File: src/rtl/plot_column_scheduler_if.sv
// Bundles the plot control, stack_machine handshake and column RAM write signals
// that the column scheduler drives or consumes.
interface plot_column_scheduler_if #(
   parameter int NUMBER_WIDTH = 16,
   parameter int ADDR_W       = 10,
   parameter int DATA_W       = 10
);
   logic                    plot_start;
   logic                    plot_busy;
   logic                    plot_done;
   logic                    plot_error;
   logic                    sm_start;
   logic                    sm_ready;
   logic [NUMBER_WIDTH-1:0] sm_x;
   logic [NUMBER_WIDTH-1:0] sm_y;
   logic                    col_we;
   logic [ADDR_W-1:0]       col_addr;
   logic [DATA_W-1:0]       col_data;

   modport master (
      input  plot_start, sm_ready, sm_y,
      output plot_busy, plot_done, plot_error, sm_start, sm_x, col_we, col_addr, col_data
   );

   modport slave (
      output plot_start, sm_ready, sm_y,
      input  plot_busy, plot_done, plot_error, sm_start, sm_x, col_we, col_addr, col_data
   );
endinterface

File: src/rtl/plot_column_scheduler.sv
// Walks x across every screen column, runs one stack_machine evaluation per column
// and writes the range-checked {valid, y} result into the column buffer.
module plot_column_scheduler #(
   parameter int HOR_ACTIVE_PIXELS = 640,
   parameter int VER_ACTIVE_PIXELS = 480,
   parameter int NUMBER_WIDTH      = 16,
   parameter int TIMEOUT_CYCLES    = 4096
) (
   input logic                    clk,
   input logic                    rst,
   plot_column_scheduler_if.master bus
);
   localparam int ADDR_W = $clog2(HOR_ACTIVE_PIXELS);
   localparam int Y_W    = $clog2(VER_ACTIVE_PIXELS);
   localparam int CNT_W  = $clog2(TIMEOUT_CYCLES);
   localparam logic [ADDR_W-1:0]       LAST_X  = ADDR_W'(HOR_ACTIVE_PIXELS - 1);
   localparam logic [CNT_W-1:0]        CNT_MAX = CNT_W'(TIMEOUT_CYCLES - 1);
   localparam logic [NUMBER_WIDTH-1:0] Y_LIMIT = NUMBER_WIDTH'(VER_ACTIVE_PIXELS);

   typedef enum logic [2:0] {
      S_IDLE, S_ISSUE, S_WAIT_ACK, S_WAIT_DONE, S_WRITE, S_NEXT
   } state_t;

   state_t            state_q;
   logic [ADDR_W-1:0] x_q;
   logic [CNT_W-1:0]  cnt_q;
   logic              restart_pend_q;
   logic              busy_q;
   logic              done_q;
   logic              error_q;
   logic              sm_start_q;
   logic              col_we_q;
   logic [Y_W:0]      col_data_q;

   logic              y_valid_d;
   logic [Y_W:0]      col_data_d;

   // Non-negative (MSB clear) makes the unsigned compare equal to the signed one.
   assign y_valid_d  = !bus.sm_y[NUMBER_WIDTH-1] && (bus.sm_y < Y_LIMIT);
   assign col_data_d = y_valid_d ? {1'b1, bus.sm_y[Y_W-1:0]} : '0;

   always_ff @(posedge clk) begin
      if (rst) begin
         state_q        <= S_IDLE;
         x_q            <= '0;
         cnt_q          <= '0;
         restart_pend_q <= 1'b0;
         busy_q         <= 1'b0;
         done_q         <= 1'b0;
         error_q        <= 1'b0;
         sm_start_q     <= 1'b0;
         col_we_q       <= 1'b0;
         col_data_q     <= '0;
      end else begin
         sm_start_q <= 1'b0;
         col_we_q   <= 1'b0;
         done_q     <= 1'b0;
         // The evaluator cannot be aborted, so a start while busy is deferred to NEXT.
         if (bus.plot_start && state_q != S_IDLE) restart_pend_q <= 1'b1;
         case (state_q)
            S_IDLE: begin
               if (bus.plot_start) begin
                  x_q        <= '0;
                  busy_q     <= 1'b1;
                  error_q    <= 1'b0;
                  sm_start_q <= 1'b1;
                  state_q    <= S_ISSUE;
               end
            end
            S_ISSUE: begin
               cnt_q   <= '0;
               state_q <= S_WAIT_ACK;
            end
            S_WAIT_ACK: state_q <= S_WAIT_DONE;
            S_WAIT_DONE: begin
               if (bus.sm_ready) begin
                  col_we_q   <= !(restart_pend_q || bus.plot_start);
                  col_data_q <= col_data_d;
                  state_q    <= S_WRITE;
               end else if (cnt_q == CNT_MAX) begin
                  error_q        <= 1'b1;
                  busy_q         <= 1'b0;
                  restart_pend_q <= 1'b0;
                  state_q        <= S_IDLE;
               end else begin
                  cnt_q <= cnt_q + CNT_W'(1);
               end
            end
            S_WRITE: state_q <= S_NEXT;
            S_NEXT: begin
               if (restart_pend_q || bus.plot_start) begin
                  x_q            <= '0;
                  restart_pend_q <= 1'b0;
                  sm_start_q     <= 1'b1;
                  state_q        <= S_ISSUE;
               end else if (x_q == LAST_X) begin
                  done_q  <= 1'b1;
                  busy_q  <= 1'b0;
                  state_q <= S_IDLE;
               end else begin
                  x_q        <= x_q + ADDR_W'(1);
                  sm_start_q <= 1'b1;
                  state_q    <= S_ISSUE;
               end
            end
            default: state_q <= S_IDLE;
         endcase
      end
   end

   assign bus.plot_busy  = busy_q;
   assign bus.plot_done  = done_q;
   assign bus.plot_error = error_q;
   assign bus.sm_start   = sm_start_q;
   assign bus.sm_x       = NUMBER_WIDTH'(x_q);
   assign bus.col_we     = col_we_q;
   assign bus.col_addr   = x_q;
   assign bus.col_data   = col_data_q;
endmodule

File: src/flat_wrapper.sv
// flat-port wrapper written by rule: the top's interface ports become plain ports
module plot_column_scheduler_flat 
#(
   parameter int HOR_ACTIVE_PIXELS = 640,
   parameter int VER_ACTIVE_PIXELS = 480,
   parameter int NUMBER_WIDTH      = 16,
   parameter int TIMEOUT_CYCLES    = 4096
)
  (clk, rst, bus_plot_start, bus_sm_ready, bus_sm_y, bus_plot_busy, bus_plot_done, bus_plot_error, bus_sm_start, bus_sm_x, bus_col_we, bus_col_addr, bus_col_data);
  plot_column_scheduler_if #(.NUMBER_WIDTH(NUMBER_WIDTH), .ADDR_W(10), .DATA_W(10)) bus_i ();
  input logic clk;
  input logic rst;
  input wire logic [$bits(bus_i.plot_start)-1:0] bus_plot_start;
  input wire logic [$bits(bus_i.sm_ready)-1:0] bus_sm_ready;
  input wire logic [$bits(bus_i.sm_y)-1:0] bus_sm_y;
  output wire logic [$bits(bus_i.plot_busy)-1:0] bus_plot_busy;
  output wire logic [$bits(bus_i.plot_done)-1:0] bus_plot_done;
  output wire logic [$bits(bus_i.plot_error)-1:0] bus_plot_error;
  output wire logic [$bits(bus_i.sm_start)-1:0] bus_sm_start;
  output wire logic [$bits(bus_i.sm_x)-1:0] bus_sm_x;
  output wire logic [$bits(bus_i.col_we)-1:0] bus_col_we;
  output wire logic [$bits(bus_i.col_addr)-1:0] bus_col_addr;
  output wire logic [$bits(bus_i.col_data)-1:0] bus_col_data;
  assign bus_i.plot_start = bus_plot_start;
  assign bus_i.sm_ready = bus_sm_ready;
  assign bus_i.sm_y = bus_sm_y;
  assign bus_plot_busy = bus_i.plot_busy;
  assign bus_plot_done = bus_i.plot_done;
  assign bus_plot_error = bus_i.plot_error;
  assign bus_sm_start = bus_i.sm_start;
  assign bus_sm_x = bus_i.sm_x;
  assign bus_col_we = bus_i.col_we;
  assign bus_col_addr = bus_i.col_addr;
  assign bus_col_data = bus_i.col_data;
  plot_column_scheduler #(.HOR_ACTIVE_PIXELS(HOR_ACTIVE_PIXELS), .VER_ACTIVE_PIXELS(VER_ACTIVE_PIXELS), .NUMBER_WIDTH(NUMBER_WIDTH), .TIMEOUT_CYCLES(TIMEOUT_CYCLES)) u_core (.clk(clk), .rst(rst), .bus(bus_i));
endmodule
File: config.mk
export PLATFORM = sky130hd
export DESIGN_NAME = plot_column_scheduler_flat
export DESIGN_NICKNAME = d
export VERILOG_FILES = /design/src/rtl/plot_column_scheduler_if.sv /design/src/rtl/plot_column_scheduler.sv /design/src/flat_wrapper.sv
export SDC_FILE = /design/constraint.sdc
export NUM_CORES = 1
export LEC_CHECK = 0
export ABC_AREA = 1
export BUFFER_PORTS_ARGS = -buffer_cell sky130_fd_sc_hd__buf_2
export CAP_MARGIN = 20
export CORE_MARGIN = 1
export CORE_UTILIZATION = 30
export CTS_CLUSTER_SIZE = 30
export DETAILED_ROUTE_END_ITERATION = 16
export HOLD_SLACK_MARGIN = 0.12
export SLEW_MARGIN = 10
export SYNTH_ARGS = -nofsm -noshare
export SYNTH_HDL_FRONTEND = slang
export SYNTH_SLANG_ARGS = --single-unit
File: constraint.sdc
create_clock -name clk -period 1.9 [get_ports clk]
set_input_delay 0.285 -clock clk [delete_from_list [all_inputs] [get_ports clk]]
set_output_delay 0.285 -clock clk [all_outputs]
set_load 0.01 [all_outputs]
==> metrics, run 1 <==
minimum period implied by the final worst setup slack=between 1500 and 2000 ps; DR WL/cell=10.9 µm; number of vias in the routed layout=2,166; first-pass GRT wire length=roughly 8600 µm; status=finished clean; count of nets after finishing=398; routed via count divided by cell count=4.59; cell mode on critical path=sky130_fd_sc_hd__nand3_1; total of flip-flops plus latches after synthesis=41; share of the yosys chip area belonging to registers=0.371; Max Clock Skew=around 5.6 ps; Design Power=1870 µW; share of layout cells above drive strength 1=0.231; layout-stage area growth over the synthesis result=17.1%; number of global-route vias before repair=1,935; launching point of the worst reg2reg path=u_core.bus.col_addr[0]; power per cell area=724 nW/µm²; r2r worst-path depth=8; clock root buffer=sky130_fd_sc_hd__clkbuf_8; Die Y=around 88 µm; total gr overflow=0; gate count after technology mapping=328; reported leakage power=0.00110 µW; number of antenna violations at the first check in global routing=0; Slew Viols, Final=0; final wirelength=about 5000 µm; largest fanout of any net on the critical path=8; worst flop-to-flop path endpoint=u_core.bus.col_addr[1]; maximum frequency from static timing analysis=0.598 GHz; die area=7710 µm²; I/O Pins=61; area taken by flip-flops and latches=823 µm²; Bufs on Longest Clock Path=2; antenna viol nets, final=0; antenna cell count=0; number of buffers added by the clock tree synthesis step=5; Filler cells=755; type of origin of the critical path=flop; number of buffers added for setup after CTS=0; TritonCTS clock tree=done; CP peak stage delay=400 ps; flop-to-flop setup slack=230 ps; number of rows in the core area=30; peak supply drop=between 0.2 and 0.3 mV; fraction of registers with async set or reset after synthesis=0; effective utilization at floorplan=0.318; placed wire-length estimate=3850 µm; list of cells traversed by the critical path=ha_1, nand3_1, nor2_2, nand3_1, nand2_2, nand2_1, o21ai_1, nor2_1; pin count of the biggest net entering global routing=30; classification of the worst-slack hold path=in2reg; number of enable flip-flop cells after synthesis=0; horizontal die dimension=87.8 µm; CP Class=reg2reg; post-detailed-placement cell area=around 2500 µm²; prevailing post-synth register cell=sky130_fd_sc_hd__dfxtp_1; Hold Vio Cnt, Final=0; critical path required time=2080 ps; Period Utilization, post-route=0.881; Total Neg Setup Slack=0 ps; Hold WS=234 ps; top cells by area, synth=sky130_fd_sc_hd__dfxtp_1, sky130_fd_sc_hd__nand2_1, sky130_fd_sc_hd__a21oi_1, sky130_fd_sc_hd__nand3_1, sky130_fd_sc_hd__nor2_1; number of detailed-route iterations in the first pass=4; slowest cell on the critical path=sky130_fd_sc_hd__dfxtp_2; mean area per synthesized cell=6.74 µm²; GR Util All Layers=0.141; Syn. warnings=0; count of input and output buffers=54; crit path capture=u_core.bus.col_addr[1]; initial drt markers=87; number of distinct library cells after synthesis=29; clock-pin slew on the worst setup and hold paths=~80 ps; total of max-cap violations=0; area used by multi-input combinational logic=about 1100 µm²; maximum level of the CTS H-tree=2; crit path DAT=1850 ps; library cell occupying the most area in the post-synthesis netlist=sky130_fd_sc_hd__dfxtp_1; Setup violations, final=0; ranking of synthesized cells by instance count=sky130_fd_sc_hd__nand2_1, sky130_fd_sc_hd__dfxtp_1, sky130_fd_sc_hd__nor2_1, sky130_fd_sc_hd__a21oi_1, sky130_fd_sc_hd__nand3_1; clock sink total=41; Final Wtd Congestion=0.817; post-synth top area share=0.371; netlist area before placement=2210 µm²; Skew-Pair Late Insertion Delay=290 ps; worst setup path startpoint=u_core.bus.col_addr[0]; most frequent cell after synthesis=sky130_fd_sc_hd__nand2_1; setup repair after global routing missed its margin=false; final non-filler cell area=2590 µm²; detailed-route DRC error count=0; Worst Setup End Kind=flop; floorplan core area=about 6900 µm²
[cell type report]
type | count | share of cell area
Clock buffer | 7 | 0.0334
Inverter | 27 | 0.0392
Multi-Input combinational cell | 241 | 0.441
Sequential cell | 41 | 0.318
Tap cell | 96 | 0.0464
Timing Repair Buffer | 60 | 0.122
[worst max-delay path: cells and delay by family, from the launching register on]
kind / cells / cell delay, ps
compound gates: 1 / 180
flops: 1 / 400
fa+ha+maj: 1 / 200
simple gates: 6 / 770
[routing by layer]
| layer | routed length (µm) | vias up | track usage |
|---|---|---|---|
| met4 | 26 | 0 | 0.0238 |
| met1 | 2410 | 974 | 0.184 |
| met2 | 2450 | 58 | 0.240 |
| li1 | - | 1130 | - |
| met3 | 242 | 4 | 0.0330 |
| met5 | 0 | - | 0 |
[power breakdown]
group	switching, µW	internal [µW]	leakage (µW)	total (µW)
clock	289	288	0.0000443	578
sequential	40.3	900	0.000333	940
combinational	242	113	0.000727	355
total	572	1300	0.00110	1870
[logic make-up after synthesis]
kind of cell / after synthesis / share of synthesized area
adder cells (fa/ha/maj): 2 / 0.0113
flip-flops: 41 / 0.371
AND/OR/NAND/NOR: 191 / 0.395
buffers and inverters: 51 / 0.121
XOR/XNOR: 2 / 0.00793
other: 1 / 0.00170
AO/OA/AOI/OAI: 40 / 0.0923
[state kept, by name, summed over array words and instances, names as in the netlist]
register               flops
u_core.bus.col_addr       10
u_core.bus.col_data       10
u_core.bus.col_we          1
u_core.bus.plot_busy       1
u_core.bus.plot_done       1
u_core.bus.plot_error      1
u_core.bus.sm_start        1
u_core.cnt_q              12
u_core.restart_pend_q      1
u_core.state_q             3
[stage by stage]
stage / instances / util / setup WS [ps]
floorplan: 333 / - / 358
global placement: 465 / 0.360 / 229
detailed placement: 465 / 0.360 / 141
CTS: 472 / 0.372 / 125
global route: 472 / 0.373 / 19.3
finish: 472 / 0.373 / 227
[repair_timing]
action,CTS,global route
hold buffers,0,0
resized for setup,0,2
setup endpoints to repair,0,9
[cells in the final DEF, fill, tap and decap left out, drive strengths merged]
master   n
nand2   95
buf     60
nor2    43
dfxtp   41
a21oi   33
nand3   33
inv     27
nand4   10
clkbuf   7
conb     6
o21ai    5
or2      4
nor3     4
xor2     2
ha       2
nor3b    1
a31oi    1
nor2b    1
a211oi   1
[worst min-delay path by stage]
stage | startpoint | endpoint | cells after the start
floorplan | bus_sm_y[2] | u_core.bus.col_data[2] | 2
global placement | u_core.bus.plot_busy | u_core.bus.plot_busy | 2
detailed placement | u_core.bus.plot_busy | u_core.bus.plot_busy | 2
CTS | bus_sm_y[2] | u_core.bus.col_data[2] | 3
global route | bus_sm_y[1] | u_core.bus.col_data[1] | 3
finish | bus_sm_y[2] | u_core.bus.col_data[2] | 3
Power figures use the tool's default switching activity.
==> run 2, diff against run 1 <==
CELL_PAD_IN_SITES_DETAIL_PLACEMENT = 0   (was default)
CELL_PAD_IN_SITES_GLOBAL_PLACEMENT = 1   (was default)
PLACE_DENSITY_LB_ADDON = 0.1   (was default)
clock period = 2.1 ns   (was 1.9 ns; I/O delays follow)
==> run 2 against run 1 <==
Hold slack better by 23 ps. Critical path type unchanged. Clock power increased by 35%. Fmax decreased by 7.9%. Clock skew rose by 4.3 ps. Via count decreased by 0.83%. Sequential power shrank 9.7%. Flip-flop and latch count unchanged. Largest cell class unchanged. Routed wire length increased by 10%. Die area unchanged. First-iteration DRC count is 22% lower. Cell count is the same.
==> metrics, run 2 (synthesis results as in run 1) <==
status=finished clean (unchanged); reported leakage power=0.00112 µW (was 0.00110 µW); clock sink total=41 (unchanged); flip-flop count of the largest register, all copies and words added=12 (unchanged); Max Clock Skew=9.90 ps (was 5.63 ps); hold buffers post-CTS=0 (unchanged); clock-pin slew on the worst setup and hold paths=90 ps (was 80 ps); effective utilization at floorplan=0.318 (unchanged); commonest cells after routing, fill and taps aside=sky130_fd_sc_hd__nand2_1, sky130_fd_sc_hd__buf_2, sky130_fd_sc_hd__dfxtp_1, sky130_fd_sc_hd__nor2_1, sky130_fd_sc_hd__a21oi_1 (unchanged); Skew-Pair Late Insertion Delay=300 ps (was 290 ps); maximum level of the CTS H-tree=2 (unchanged); Total Neg Setup Slack=0 ps (unchanged); number of buffers added by the clock tree synthesis step=5 (unchanged); horizontal die dimension=87.8 µm (unchanged); number of rows in the core area=30 (unchanged); crit path DAT=2000 ps (was 1850 ps); switching part of the total power=0.287 (was 0.305); number of vias in the routed layout=2,148 (was 2,166); classification of the worst-slack hold path=in2reg (unchanged); Period Utilization, post-route=0.865 (was 0.881); setup repair after global routing missed its margin=false (unchanged); clock network fraction of design power=0.399 (was 0.308); Slew Viols, Final=0 (unchanged); number of buffers added for setup after CTS=0 (unchanged); number of global-route vias before repair=1,891 (was 1,935); pin count of the biggest net entering global routing=30 (unchanged); reported net switching power=563 µW (was 572 µW); initial drt markers=68 (was 87); number of antenna violations at the first check in global routing=0 (unchanged); Setup violations, final=0 (unchanged); share of layout cells above drive strength 1=0.231 (unchanged); Die Y=87.8 µm (unchanged); placed wire-length estimate=4100 µm (was 3850 µm); Final Wtd Congestion=0.774 (was 0.817); critical path required time=2280 ps (was 2080 ps); clock root buffer=sky130_fd_sc_hd__clkbuf_8 (unchanged); total gr overflow=0 (unchanged); post-layout worst setup margin=282 ps (was 227 ps); DR WL/cell=12.0 µm (was 10.9 µm); layout-stage area growth over the synthesis result=19.1% (was 17.1%); I/O Pins=61 (unchanged); antenna viol nets, final=0 (unchanged); part of the total power dissipated in sequential elements=0.434 (was 0.502); Bufs on Longest Clock Path=2 (unchanged); Hold Vio Cnt, Final=0 (unchanged); routed via count divided by cell count=4.55 (was 4.59); antenna cell count=0 (unchanged); number of detailed-route iterations in the first pass=4 (unchanged); Worst Setup End Kind=flop (unchanged); floorplan core area=6940 µm² (unchanged); die area=7710 µm² (unchanged); worst slack at placement=229 ps (was 141 ps); register with the most flip-flops=u_core.cnt_q (unchanged); count of input and output buffers=54 (unchanged); CP Class=reg2reg (unchanged); number of instances resized during post-cts repair=0 (unchanged); peak supply drop=0.318 mV (was 0.291 mV); Filler cells=783 (was 755); TritonCTS clock tree=done (unchanged); detailed-route DRC error count=0 (unchanged); final wirelength=5660 µm (was 5120 µm); combinational group share of total power=0.167 (was 0.190); most common cell after layout, fill and taps aside=sky130_fd_sc_hd__nand2_1 (unchanged); maximum frequency from static timing analysis=0.550 GHz (was 0.598 GHz); count of nets after finishing=397 (was 398); minimum period implied by the final worst setup slack=1820 ps (was 1670 ps); GR Util All Layers=0.157 (was 0.141); cell internal power dissipation=1400 µW (was 1300 µW); largest fanout of any net on the critical path=12 (was 8); total of max-cap violations=0 (unchanged); power per cell area=744 nW/µm² (was 724 nW/µm²); type of origin of the critical path=flop (unchanged); first-pass GRT wire length=9370 µm (was 8620 µm)
-- run 2: cell count changes in the layout (fill, tap and decap cells not counted), sizes merged --
cell,delta
bufinv,+2
clkbuf,-2
buf,-1
inv,+1
-- run 2: cell type report --
cell class | count | area (µm²) | share of cell area
well taps | 96 | 120 | 0.0456
clock buffers | 5 | 68.8 | 0.0262
repair buffers | 59 | 308 | 0.117
inverters | 27 | 101 | 0.0385
flip-flops and latches | 41 | 821 | 0.312
clock inverters | 3 | 68.8 | 0.0262
multi-input cells | 241 | 1140 | 0.435
-- run 2: power by group through the flow --
stage	clock network, µW	logic (µW)	registers, µW
floorplan	0	243	867
global placement	0	334	867
detailed placement	0	331	867
CTS	810	331	849
global route	837	373	857
finish	781	328	849
-- run 2: per-layer routing --
layer | GRT usage | up-vias | wire length [µm]
met2 | 0.233 | 48 | 2390
met5 | 0 | - | 0
li1 | - | 1129 | -
met4 | 0.0447 | 0 | 45
met3 | 0.0320 | 5 | 197
met1 | 0.227 | 966 | 3030
-- run 2: worst paths after layout --
path,depth (start not counted),slack [ps],endpoint,startpoint
worst max-delay path,8,280,u_core.bus.col_addr[1],u_core.bus.col_addr[0]
worst min-delay path,3,260,u_core.bus.col_data[4],bus_sm_y[4]
worst max register to register,8,280,u_core.bus.col_addr[1],u_core.bus.col_addr[0]
worst min register to register,2,450,u_core.bus.plot_busy,u_core.bus.plot_busy
-- run 2: worst max-delay path, cell delays in order, from the launching register on --
cell and delay [ps]:
sky130_fd_sc_hd__dfxtp_1 470, sky130_fd_sc_hd__ha_1 230, sky130_fd_sc_hd__nand3_1 140, sky130_fd_sc_hd__nor2_2 170, sky130_fd_sc_hd__nand3_1 110, sky130_fd_sc_hd__nand2_2 240, sky130_fd_sc_hd__nand2_2 160, sky130_fd_sc_hd__o21ai_1 140
sky130_fd_sc_hd__nor2_1 40
-- run 2: metrics by stage --
stage,hold WS (ps),instances,power [µW],area [µm²],util
floorplan,451,333,1110,2230,-
global placement,434,464,1200,2490,0.359
detailed placement,435,464,1200,2490,0.359
CTS,245,472,1990,2630,0.379
global route,251,472,2070,2630,0.379
finish,258,472,1960,2630,0.379
==> run 3, diff against run 2 <==
CORE_UTILIZATION = 39   (was 30)
==> run 3 against run 2 <==
Worst setup slack better by 46 ps. Via count down 2.0%. Core utilization up 9.5 points. Routed wire length down 11%. Highest routed layer unchanged. Cell area down 1.4%. Flip-flop and latch count unchanged. Cell count down 5.1%.
==> metrics, run 3 (synthesis results as in run 1) <==
CP Class=reg2reg (unchanged); hold buffers post-CTS=0 (unchanged); Setup violations, final=0 (unchanged); die area=5970 µm² (was 7710 µm²); crit path DAT=1950 ps (was 2000 ps); slew of the pin with the lowest slew margin=516 ps; total gr overflow=0 (unchanged); placed wire-length estimate=3740 µm (was 4100 µm); reported leakage power=0.00112 µW (about the same); number of buffers added by the clock tree synthesis step=5 (unchanged); register with the most flip-flops=u_core.cnt_q (unchanged); peak supply drop=0.329 mV (was 0.318 mV); number of instances resized during post-cts repair=0 (unchanged); number of detailed-route iterations in the first pass=4 (unchanged); most common cell after layout, fill and taps aside=sky130_fd_sc_hd__nand2_1 (unchanged); Die Y=77.3 µm (was 87.8 µm); final wirelength=5050 µm (was 5660 µm); share of layout cells above drive strength 1=0.229 (was 0.231); number of antenna violations at the first check in global routing=0 (unchanged); effective utilization at floorplan=0.404 (was 0.318); horizontal die dimension=77.3 µm (was 87.8 µm); commonest cells after routing, fill and taps aside=sky130_fd_sc_hd__nand2_1, sky130_fd_sc_hd__buf_2, sky130_fd_sc_hd__dfxtp_1, sky130_fd_sc_hd__nor2_1, sky130_fd_sc_hd__a21oi_1 (unchanged); Total Neg Setup Slack=0 ps (unchanged); Util after Layout=0.474 (was 0.379); floorplan core area=5470 µm² (was 6940 µm²); total of max-cap violations=0 (unchanged); classification of the worst-slack hold path=in2reg (unchanged); routed via count divided by cell count=4.70 (was 4.55); power per cell area=740 nW/µm² (was 744 nW/µm²); number of global-route vias before repair=1,937 (was 1,891); minimum period implied by the final worst setup slack=1770 ps (was 1820 ps); clock-pin slew on the worst setup and hold paths=80 ps (was 90 ps); number of rows in the core area=27 (was 30); GR Util All Layers=0.181 (was 0.157); number of vias in the routed layout=2,104 (was 2,148); count of nets after finishing=397 (unchanged); maximum level of the CTS H-tree=2 (unchanged); first-pass GRT wire length=8600 µm (was 9370 µm); antenna viol nets, final=0 (unchanged); Skew-Pair Late Insertion Delay=290 ps (was 300 ps); maximum frequency from static timing analysis=0.564 GHz (was 0.550 GHz); I/O Pins=61 (unchanged); type of origin of the critical path=flop (unchanged); Final Wtd Congestion=0.818 (was 0.774); Max Clock Skew=4.94 ps (was 9.90 ps); TritonCTS clock tree=done (unchanged); Period Utilization, post-route=0.844 (was 0.865); count of input and output buffers=54 (unchanged); detailed-route DRC error count=0 (unchanged); Hold Vio Cnt, Final=0 (unchanged); Worst Setup End Kind=flop (unchanged); clock root buffer=sky130_fd_sc_hd__clkbuf_8 (unchanged); Hold WS=259 ps (was 258 ps); antenna cell count=0 (unchanged); worst hold path startpoint=bus_sm_y[1] (was bus_sm_y[4]); layout-stage area growth over the synthesis result=17.4% (was 19.1%); initial drt markers=80 (was 68); flip-flop count of the largest register, all copies and words added=12 (unchanged); critical path required time=2280 ps (about the same); launching point of the worst reg2reg path=u_core.bus.col_addr[0] (unchanged); Design Power=1920 µW (was 1960 µW); clock sink total=41 (unchanged); pin count of the biggest net entering global routing=30 (unchanged); setup repair after global routing missed its margin=false (unchanged); largest fanout of any net on the critical path=8 (was 12); Slew Limit Headroom=0.655; number of buffers added for setup after CTS=0 (unchanged); DR WL/cell=11.3 µm (was 12.0 µm); Slew Viols, Final=0 (unchanged); status=finished clean (unchanged); Bufs on Longest Clock Path=2 (unchanged); worst setup path startpoint=u_core.bus.col_addr[0] (unchanged)
-- run 3: cell count changes in the layout (fill, tap and decap cells not counted), sizes merged --
cell,delta
clkinv,+1
inv,-1
-- run 3: per-stage QoR --
step                      area [µm²]  setup slack [ps]  cells
after floorplan                 2230               558    333
after global placement          2460               393    440
after detailed placement        2460               322    440
after CTS                       2590               312    448
after global routing            2590               135    448
final                           2590               328    448
-- run 3: worst paths after layout --
kind                                               end  slack (ps)  cells after the start
worst max register to register  u_core.bus.col_addr[1]         330                      8
worst min-delay path            u_core.bus.col_data[1]         260                      3
worst max-delay path            u_core.bus.col_addr[1]         330                      8
worst min register to register    u_core.bus.plot_busy         440                      2
-- run 3: worst max-delay path, stage by stage, from the launching register on --
cell and delay, ps:
sky130_fd_sc_hd__dfxtp_1 470, sky130_fd_sc_hd__ha_1 230, sky130_fd_sc_hd__nand3_1 140, sky130_fd_sc_hd__nor2_2 170, sky130_fd_sc_hd__nand3_1 100, sky130_fd_sc_hd__nand2_2 140
sky130_fd_sc_hd__nand2_1 180, sky130_fd_sc_hd__o21ai_1 180, sky130_fd_sc_hd__nor2_1 50
-- run 3: area by class of cell --
class	instances	area (µm²)
inverter	27	101
sequential	41	821
clock buffer	5	68.8
clock inverter	3	65.1
tap	72	90.1
timing repair buffer	59	308
fill	614	2880
multi-input combinational	241	1140
-- run 3: layer usage --
metal,GRT usage,wire length (µm),vias to the layer above
met2,0.315,2400,37
met1,0.218,2420,932
met4,0.0623,49,0
li1,-,-,1130
met5,0,0,-
met3,0.0369,175,5
-- run 3: power by group --
group          internal [µW]  switching (µW)
sequential               813            35.0
combinational           96.4             215
clock                    472             287
